## config.mk

```make
export PLATFORM = sky130hd
export DESIGN_NAME = logic_alu_seq
export DESIGN_NICKNAME = d
export VERILOG_FILES = /design/src/rtl/logic_alu_seq.sv
export SDC_FILE = /design/constraint.sdc
export NUM_CORES = 1
export LEC_CHECK = 0
export ABC_AREA = 0
export CAP_MARGIN = 20
export CORE_ASPECT_RATIO = 2
export CORE_UTILIZATION = 40
export DETAILED_ROUTE_END_ITERATION = 12
export GPL_ROUTABILITY_DRIVEN = 0
export GPL_TIMING_DRIVEN = 0
export SYNTH_ARGS = -nofsm -noshare
export SYNTH_HDL_FRONTEND = slang
export SYNTH_SLANG_ARGS = --single-unit
```

## constraint.sdc

```tcl
create_clock -name clk -period 2.3 [get_ports clk]
set_input_delay 0.575 -clock clk [delete_from_list [all_inputs] [get_ports clk]]
set_output_delay 0.575 -clock clk [all_outputs]
set_load 0.01 [all_outputs]
```

## src/rtl/logic_alu_seq.sv

```systemverilog
// logic_alu_seq: registered N-bit ALU with valid/ready handshakes on both sides.
// Single-cycle logic/add/sub ops; shifts move one bit per clock through EXEC.
// One operation in flight; result and flags are held in DONE until consumed.
module logic_alu_seq #(
  parameter int WIDTH = 4,
  parameter int CNT_W = $clog2(WIDTH + 1)
) (
  input  logic             clk,
  input  logic             rst_n,
  input  logic [WIDTH-1:0] a,
  input  logic [WIDTH-1:0] b,
  input  logic [2:0]       s,
  input  logic             in_valid,
  output logic             in_ready,
  output logic [WIDTH-1:0] y,
  output logic             c,
  output logic             v,
  output logic             z,
  output logic             n,
  output logic             out_valid,
  input  logic             out_ready
);

  typedef enum logic [1:0] {IDLE, EXEC, DONE} state_t;

  state_t           r_state;
  state_t           w_state_nxt;
  logic [WIDTH-1:0] r_sh;
  logic [CNT_W-1:0] r_cnt;
  logic             r_dir;
  logic [WIDTH-1:0] r_y;
  logic             r_c;
  logic             r_v;
  logic             r_z;
  logic             r_n;

  logic             w_accept;
  logic             w_is_shift;
  logic [CNT_W-1:0] w_cnt_init;
  logic [WIDTH:0]   w_sum;
  logic [WIDTH:0]   w_diff;
  logic [WIDTH-1:0] w_res;
  logic             w_res_c;
  logic             w_res_v;
  logic [WIDTH-1:0] w_sh_nxt;
  logic             w_sh_bit;

  assign in_ready   = (r_state == IDLE) && rst_n;
  assign w_accept   = in_valid && in_ready;
  assign w_is_shift = (s[2:1] == 2'b11);
  assign out_valid  = (r_state == DONE);
  assign y          = r_y;
  assign c          = r_c;
  assign v          = r_v;
  assign z          = r_z;
  assign n          = r_n;

  assign w_sum  = {1'b0, a} + {1'b0, b};
  assign w_diff = {1'b0, a} - {1'b0, b};

  // Shift amount clamped to WIDTH: beyond that every bit is already shifted out.
  always_comb begin
    w_cnt_init = CNT_W'(WIDTH);
    if (b < WIDTH'(WIDTH)) w_cnt_init = CNT_W'(b);
  end

  // Single-cycle result; shift ops land here only for a zero shift amount (y=a).
  always_comb begin
    w_res   = a;
    w_res_c = 1'b0;
    w_res_v = 1'b0;
    case (s)
      3'b000: w_res = a & b;
      3'b001: w_res = a | b;
      3'b010: w_res = a ^ b;
      3'b011: w_res = ~a;
      3'b100: begin
        w_res   = w_sum[WIDTH-1:0];
        w_res_c = w_sum[WIDTH];
        w_res_v = (a[WIDTH-1] == b[WIDTH-1]) && (w_sum[WIDTH-1] != a[WIDTH-1]);
      end
      3'b101: begin
        w_res   = w_diff[WIDTH-1:0];
        w_res_c = w_diff[WIDTH];
        w_res_v = (a[WIDTH-1] != b[WIDTH-1]) && (w_diff[WIDTH-1] != a[WIDTH-1]);
      end
      default: w_res = a;
    endcase
  end

  // One-bit shift step; r_dir=1 is logical right, 0 is left.
  always_comb begin
    w_sh_nxt = r_sh << 1;
    w_sh_bit = r_sh[WIDTH-1];
    if (r_dir) begin
      w_sh_nxt = r_sh >> 1;
      w_sh_bit = r_sh[0];
    end
  end

  // State register.
  always_ff @(posedge clk or negedge rst_n) begin
    if (!rst_n) r_state <= IDLE;
    else        r_state <= w_state_nxt;
  end

  // Next-state logic.
  always_comb begin
    w_state_nxt = r_state;
    case (r_state)
      IDLE: if (w_accept) begin
        if (w_is_shift && (w_cnt_init != '0)) w_state_nxt = EXEC;
        else                                  w_state_nxt = DONE;
      end
      EXEC: if (r_cnt == CNT_W'(1)) w_state_nxt = DONE;
      DONE: if (out_ready) w_state_nxt = IDLE;
      default: w_state_nxt = IDLE;
    endcase
  end

  // Datapath: operand capture, shift progression and result/flag registers.
  // The shifted-out bit goes straight to c on the final step, so c, like y,
  // only changes when a result completes.
  always_ff @(posedge clk or negedge rst_n) begin
    if (!rst_n) begin
      r_sh  <= '0;
      r_cnt <= '0;
      r_dir <= 1'b0;
      r_y   <= '0;
      r_c   <= 1'b0;
      r_v   <= 1'b0;
      r_z   <= 1'b0;
      r_n   <= 1'b0;
    end else if (r_state == IDLE && w_accept) begin
      if (w_is_shift) begin
        r_sh  <= a;
        r_cnt <= w_cnt_init;
        r_dir <= s[0];
      end
      if (!w_is_shift || (w_cnt_init == '0)) begin
        r_y <= w_res;
        r_c <= w_res_c;
        r_v <= w_res_v;
        r_z <= (w_res == '0);
        r_n <= w_res[WIDTH-1];
      end
    end else if (r_state == EXEC) begin
      r_sh  <= w_sh_nxt;
      r_cnt <= r_cnt - CNT_W'(1);
      if (r_cnt == CNT_W'(1)) begin
        r_y <= w_sh_nxt;
        r_c <= w_sh_bit;
        r_v <= 1'b0;
        r_z <= (w_sh_nxt == '0);
        r_n <= w_sh_nxt[WIDTH-1];
      end
    end
  end

endmodule

```

==> results of run 1 <==
==> sequential cells by signal (all words and copies together) (netlist names) <==
signal / cells
y: 4
r_cnt: 3
r_state: 2
v: 1
r_dir: 1
z: 1
r_sh: 4
c: 1
==> critical path: stages <==
cell and delay (ns):
dlygate4sd2_1 0.27, inv_2 0.14, ha_4 0.24, o21bai_4 0.17, a21oi_2 0.09, o31a_1 0.29, o31a_1 0.29, a221oi_2 0.26
a21o_1 0.11
==> logic make-up (layout without fill, tap and decap cells) <==
kind of cell,count (synthesis),in the layout,synth area share (%)
AO/OA/AOI/OAI,58,58,24.03
AND/OR/NAND/NOR,56,56,18.53
buffers and inverters,30,61,8.656
flip-flops,17,17,27.51
adder cells (fa/ha/maj),16,16,13.92
multiplexers,8,8,6.230
XOR/XNOR,2,2,1.133
==> cells in the final DEF (no fill, tap or decap), types with 4 or more instances in the layout <==
master and instances:
a21oi_1 16, buf_2 7, buf_4 5, clkdlybuf4s50_1 14, dfrtp_1 17, ha_1 9
ha_4 4, inv_1 12, inv_2 7, mux2i_1 4, nand2_1 13, nand3_1 6
nor2_1 15, o21ai_0 10, o21ai_1 5
==> how the worst min path moves through the flow <==
| stage | slack, ns | cells after the start | end | start |
|---|---|---|---|---|
| floorplan | 0.28 | 0 | c$_DFFE_PN0P_ | rst_n |
| global placement | 0.47 | 2 | y[1]$_DFFE_PN0P_ | y[1]$_DFFE_PN0P_ |
| detailed placement | 0.47 | 2 | y[1]$_DFFE_PN0P_ | y[1]$_DFFE_PN0P_ |
| CTS | 0.18 | 1 | r_cnt[2]$_DFFE_PN0P_ | rst_n |
| global route | 0.14 | 1 | r_cnt[0]$_DFFE_PN0P_ | rst_n |
| finish | 0.13 | 1 | r_cnt[2]$_DFFE_PN0P_ | rst_n |
==> layer usage <==
metal / up-vias / track usage (%) / wire length [microns]
li1: 722 / - / -
met1: 696 / 22.29 / 1425
met2: 48 / 37.79 / 2252
met3: 16 / 2.610 / 129
met4: 0 / 13.24 / 214
met5: - / 0 / 0
==> timing repair <==
item / 4_1_cts / 5_1_grt
hold buffers: 0 / 0
buffers inserted: 4 / 0
gates resized for setup: 38 / 12
cloned: 0 / 0
setup endpoints to repair: 18 / 5
pin swaps: 5 / 4
==> per-stage QoR <==
| step | instances | worst slack, ns | TNS (ns) | util, % |
|---|---|---|---|---|
| after floorplan | 187 | 0.08850 | 0 | - |
| after global placement | 260 | -0.8277 | -12.25 | 50.69 |
| after detailed placement | 260 | -0.8485 | -12.69 | 50.69 |
| after CTS | 267 | 0.02935 | 0 | 54.36 |
| after global routing | 267 | -0.01373 | -0.01835 | 54.91 |
| final | 267 | 0.07136 | 0 | 54.91 |
==> power by group through the flow <==
stage                     combinational, mW  clock [mW]  sequential (mW)
final                                 0.931       0.226            0.556
after global routing                   1.04       0.243            0.574
after CTS                             0.923       0.229            0.552
after detailed placement              0.900           0            0.556
after global placement                0.879           0            0.549
after floorplan                       0.546           0            0.559
==> layout make-up <==
| cell class | count | area share, % |
|---|---|---|
| Tap cell | 49 | 3.063 |
| Multi-Input combinational cell | 140 | 53.56 |
| Buffer | 10 | 3.125 |
| Inverter | 19 | 3.562 |
| Clock buffer | 4 | 2.250 |
| Sequential cell | 17 | 21.25 |
| Timing Repair Buffer | 28 | 13.19 |
==> impl_metrics.ini, run 1 <==
[global_routing]
grt_use_total_pct = 21.63
overflow = 0
grt_first_pass_wirelength_microns = 6734
grt_pass1_vias = 1517
grt_max_degree = 19
antenna_found_initial = 0

[final_layout]
nets = 250
multi_input_area_sq_mm = 0.001072
regArea_sq_um = 425.4
final_layout_size_suffix_gt1_share_pct = 20.64
design_area_sq_mm = 0.002002
synthToLayoutAreaGrowth_pct = 29.45
diodes = 0
fill_cells = 374

[detailed_routing]
drc = 0
avgRoutedWirePerCell_microns = 15.06
num_vias = 1482
drtIter0Drc = 22
drt_first_pass_iters = 4
drtAntennaViolNets = 0
via_per_inst = 5.551
wl_microns = 4022

[setup_path]
crit_type = in -> reg
endpoint = y[3]$_DFFE_PN0P_
r2r_setup_slack_ns = 0.43
cp.required_ns = 2.50
crit_path_start = b[1]
rr_worst_depth = 5
r2r-start = r_state[1]$_DFFE_PN0P_
cp_max_fo = 5
end_kind = register
cp.arrival_ns = 2.43
worst_r2r_endpoint = r_dir$_DFFE_PN0P_
start_kind = input pin

[cts]
cts.path.max_buffers = 2
clk_pin_slew_ns = 0.07
cts.sinks = 17
cts_tree = done
worstSkewPairLatency_ns = 0.26
cts_made_buffers = 3
clockRootBuffer = clkbuf_8
h-tree-depth = 1

[power_and_ir_drop]
pwr-share-seq_pct = 32.5
p_leak_nw = 0.8715
p_sw_mw = 0.6820
p_sw_share_pct = 39.82
comb_power_share_pct = 54.4
p_clk_share_pct = 13.2
pwr_density_cell_mw_per_mm2 = 855.5
p_int_mw = 1.031
vdd_drop_max_uv = 422.2
power.total_mw = 1.713

[yosys]
synth_flop_cell = dfrtp_1
syn_area_sq_mm = 0.001546
syn_nets = 218
yosys.area.top_type = dfrtp_1
avgSynthCellArea_sq_um = 8.270
synth-seq-cells = 17
yosysWarningCount = 0
synth_common_cells = inv_1 (19), a21oi_1 (18), dfrtp_1 (17)
synth_top_area_share_pct = 27.51
synth_area_leaders = dfrtp_1 (28%), ha_1 (11%), a21oi_1 (5.8%), inv_1 (4.6%), o21ai_0 (3.9%)
async_reset_ff_share_pct = 100.0
ys_types = 49
synth_edf_count = 0
synthCells = 187
ys_seq_area_share_pct = 27.51
synth_most_common_cell = inv_1

[sta]
slew_viol_final = 0
skew_ns = 0.005384
fin_crit_sh_pct = 96.90
fmax_mhz = 448.7
hold-worst-slack_ns = 0.1313
layout_min_cycle_time_ns = 2.229
worst_slew_pin_slew_ns = 0.4373
final_hold_viol_count = 0
setup_violations = 0
slew_headroom_pct = 70.09

[placed_design]
placed_cell_area_sq_mm = 0.001848
port_buffers = 24
dpl.hpwl_microns = 3237

[die]
fp.coreArea_sq_mm = 0.003646
die_w_microns = 45.97
die-height_microns = 89.94
initial_core_util_pct = 42.42
row_count = 31
die-area_sq_mm = 0.004134
pin_count = 25

[flow_run]
maxCapViolCount = 0

[outcome]
outcome = completed

[hold_path]
hold_path_class = in -> async
No activity file was read; power rests on OpenSTA's default activity.
==> run 2, diff against run 1 <==
Settings changed: ABC_CLOCK_PERIOD_IN_PS set to 2300, CTS_CLUSTER_SIZE set to 10.
==> results of run 2 <==
Final layout, timing and power as in run 1 (identical DEF).
==> run 3, diff against run 2 <==
Settings changed: CORE_MARGIN set to 2.
==> run 3 against run 2 <==
Net effect: register-to-register slack better by 0.07 ns; clock skew down 0.0048 ns; routed wire length is 7.6% lower; critical endpoint is now v$_DFFE_PN0P_; sequential cell count unchanged; worst hold slack improved by 0.041 ns; maximum frequency down 1.6%; cell count fell by 0.75%; first-iteration DRC count increased by 9.1%; clock-buffer cell count did not move; design area is 1.9% lower.
==> impl_metrics.ini, run 3 (same netlist as run 1, synthesis figures left out) <==
[setup_path]
end_kind = register
cp_slowest_cell = clkdlybuf4s50_1
worst_r2r_endpoint = v$_DFFE_PN0P_
rr_worst_depth = 6
crit_path_max_incr_delay_ns = 0.44
crit_type = in -> reg
cp.required_ns = 2.45
start_kind = input pin
r2r_setup_slack_ns = 0.50
cp_max_fo = 10
path_cells = clkdlybuf4s50_1 > nor2_1 > nand3_1 > a31o_1 > a21o_1 > buf_6 > a32o_1
r2r-start = r_state[1]$_DFFE_PN0P_
cp.arrival_ns = 2.41

[cts]
cts.sinks = 17
worstSkewPairLatency_ns = 0.26
cts.path.max_buffers = 2
cts_tree = done
clk_pin_slew_ns = 0.06
h-tree-depth = 1
clockRootBuffer = clkbuf_8
cts_made_buffers = 3

[global_routing]
grt_use_total_pct = 18.54
grt_first_pass_wirelength_microns = 6072
grt_max_degree = 19
grt_pass1_vias = 1338
overflow = 0
antenna_found_initial = 0

[sta]
fin_tns_setup_ns = 0
setup_slack_ns = 0.03553
rsz0062_at_grt = true
fin_crit_sh_pct = 98.46
setup_violations = 0
final_hold_viol_count = 0
hold-worst-slack_ns = 0.1725
layout_min_cycle_time_ns = 2.264
fmax_mhz = 441.6
slew_headroom_pct = 69.12
skew_ns = 0.0006238
worst_slew_pin_slew_ns = 0.4515
slew_viol_final = 0

[final_layout]
multi_input_area_sq_mm = 0.001072
fill_cells = 396
final_cell_mix = dfrtp_1 (17), a21oi_1 (16), clkdlybuf4s50_1 (16)
final_common_cell = dfrtp_1
final_layout_size_suffix_gt1_share_pct = 18.69
diodes = 0
nets = 246
synthToLayoutAreaGrowth_pct = 27.02
regArea_sq_um = 425.4

[detailed_routing]
wl_microns = 3717
drt_first_pass_iters = 4
drc = 0
drtIter0Drc = 24
via_per_inst = 5.426
drtAntennaViolNets = 0
avgRoutedWirePerCell_microns = 14.03
num_vias = 1438

[die]
fp.coreArea_sq_mm = 0.003764
die-height_microns = 91.94
die-area_sq_mm = 0.004410
row_count = 32
pin_count = 25
initial_core_util_pct = 41.09
die_w_microns = 47.97

[placed_design]
port_buffers = 24
dp_slack_ns = -0.7885
dpl.hpwl_microns = 2935

[flow_run]
maxCapViolCount = 0

[power_and_ir_drop]
vdd_drop_max_uv = 543.4
power.total_mw = 1.687
pwr_density_cell_mw_per_mm2 = 858.6
p_leak_nw = 0.8349

[hold_path]
hold_path_class = in -> async

[outcome]
outcome = completed
## run 3: cell count changes in the layout (fill, tap and decap cells not counted), sizes merged
| cell | change |
|---|---|
| buf | -4 |
| clkbuf | +2 |
| clkdlybuf4s15 | -1 |
| clkdlybuf4s50 | +2 |
| dlygate4sd2 | -1 |
| dlymetal6s2s | -2 |
## run 3: power breakdown
group          switching, mW  internal [mW]
registers              0.107          0.441
logic                  0.452          0.460
clock network          0.104          0.123
total                  0.663           1.02
## run 3: what timing repair did
| item | in CTS | in global routing |
|---|---|---|
| hold buffers | 0 | 0 |
| setup buffers | 0 | 0 |
| pin swaps | 5 | 1 |
| gates resized for setup | 38 | 13 |
| endpoints found under the setup margin | 18 | 9 |
## run 3: metrics by stage
stage          util (%)  instances  area [sq um]
3_3_place_gp      49.17        262          1851
6_report          52.19        265          1964
5_1_grt           52.19        265          1964
2_1_floorplan         -        187          1546
4_1_cts           51.10        265          1923
3_5_place_dp      49.17        262          1851
## run 3: cell type report
class / count / share of cell area, %
Inverter: 19 / 3.885
Tap cell: 51 / 3.248
Clock buffer: 4 / 2.293
Multi-Input combinational cell: 140 / 54.59
Timing Repair Buffer: 24 / 11.15
Sequential cell: 17 / 21.66
Buffer: 10 / 3.185
## run 3: layer usage
metal / GRT usage, % / vias to the layer above / wire length [microns]
met2: 30.00 / 38 / 1903
met5: 0 / - / 0
met4: 5.631 / 0 / 77
li1: - / 718 / -
met3: 1.772 / 9 / 130
met1: 24.91 / 673 / 1605
## run 3: worst max-delay path by stage
stage          startpoint               end  slack [ns]  cells past startpoint
5_1_grt              b[3]     v$_DFFE_PN0P_       -0.03                      7
3_5_place_dp        rst_n          in_ready       -0.79                      3
3_3_place_gp        rst_n          in_ready       -0.78                      3
4_1_cts              b[0]  y[1]$_DFFE_PN0P_        0.02                      8
2_1_floorplan        a[0]     z$_DFFE_PN0P_        0.09                     10
6_report             b[3]     v$_DFFE_PN0P_        0.04                      7
## run 3: worst max-delay path, delay by kind of cell
kind            cells  cell delay (ns)
compound gates      3             0.68
buf+inv             2             0.58
simple gates        2             0.56
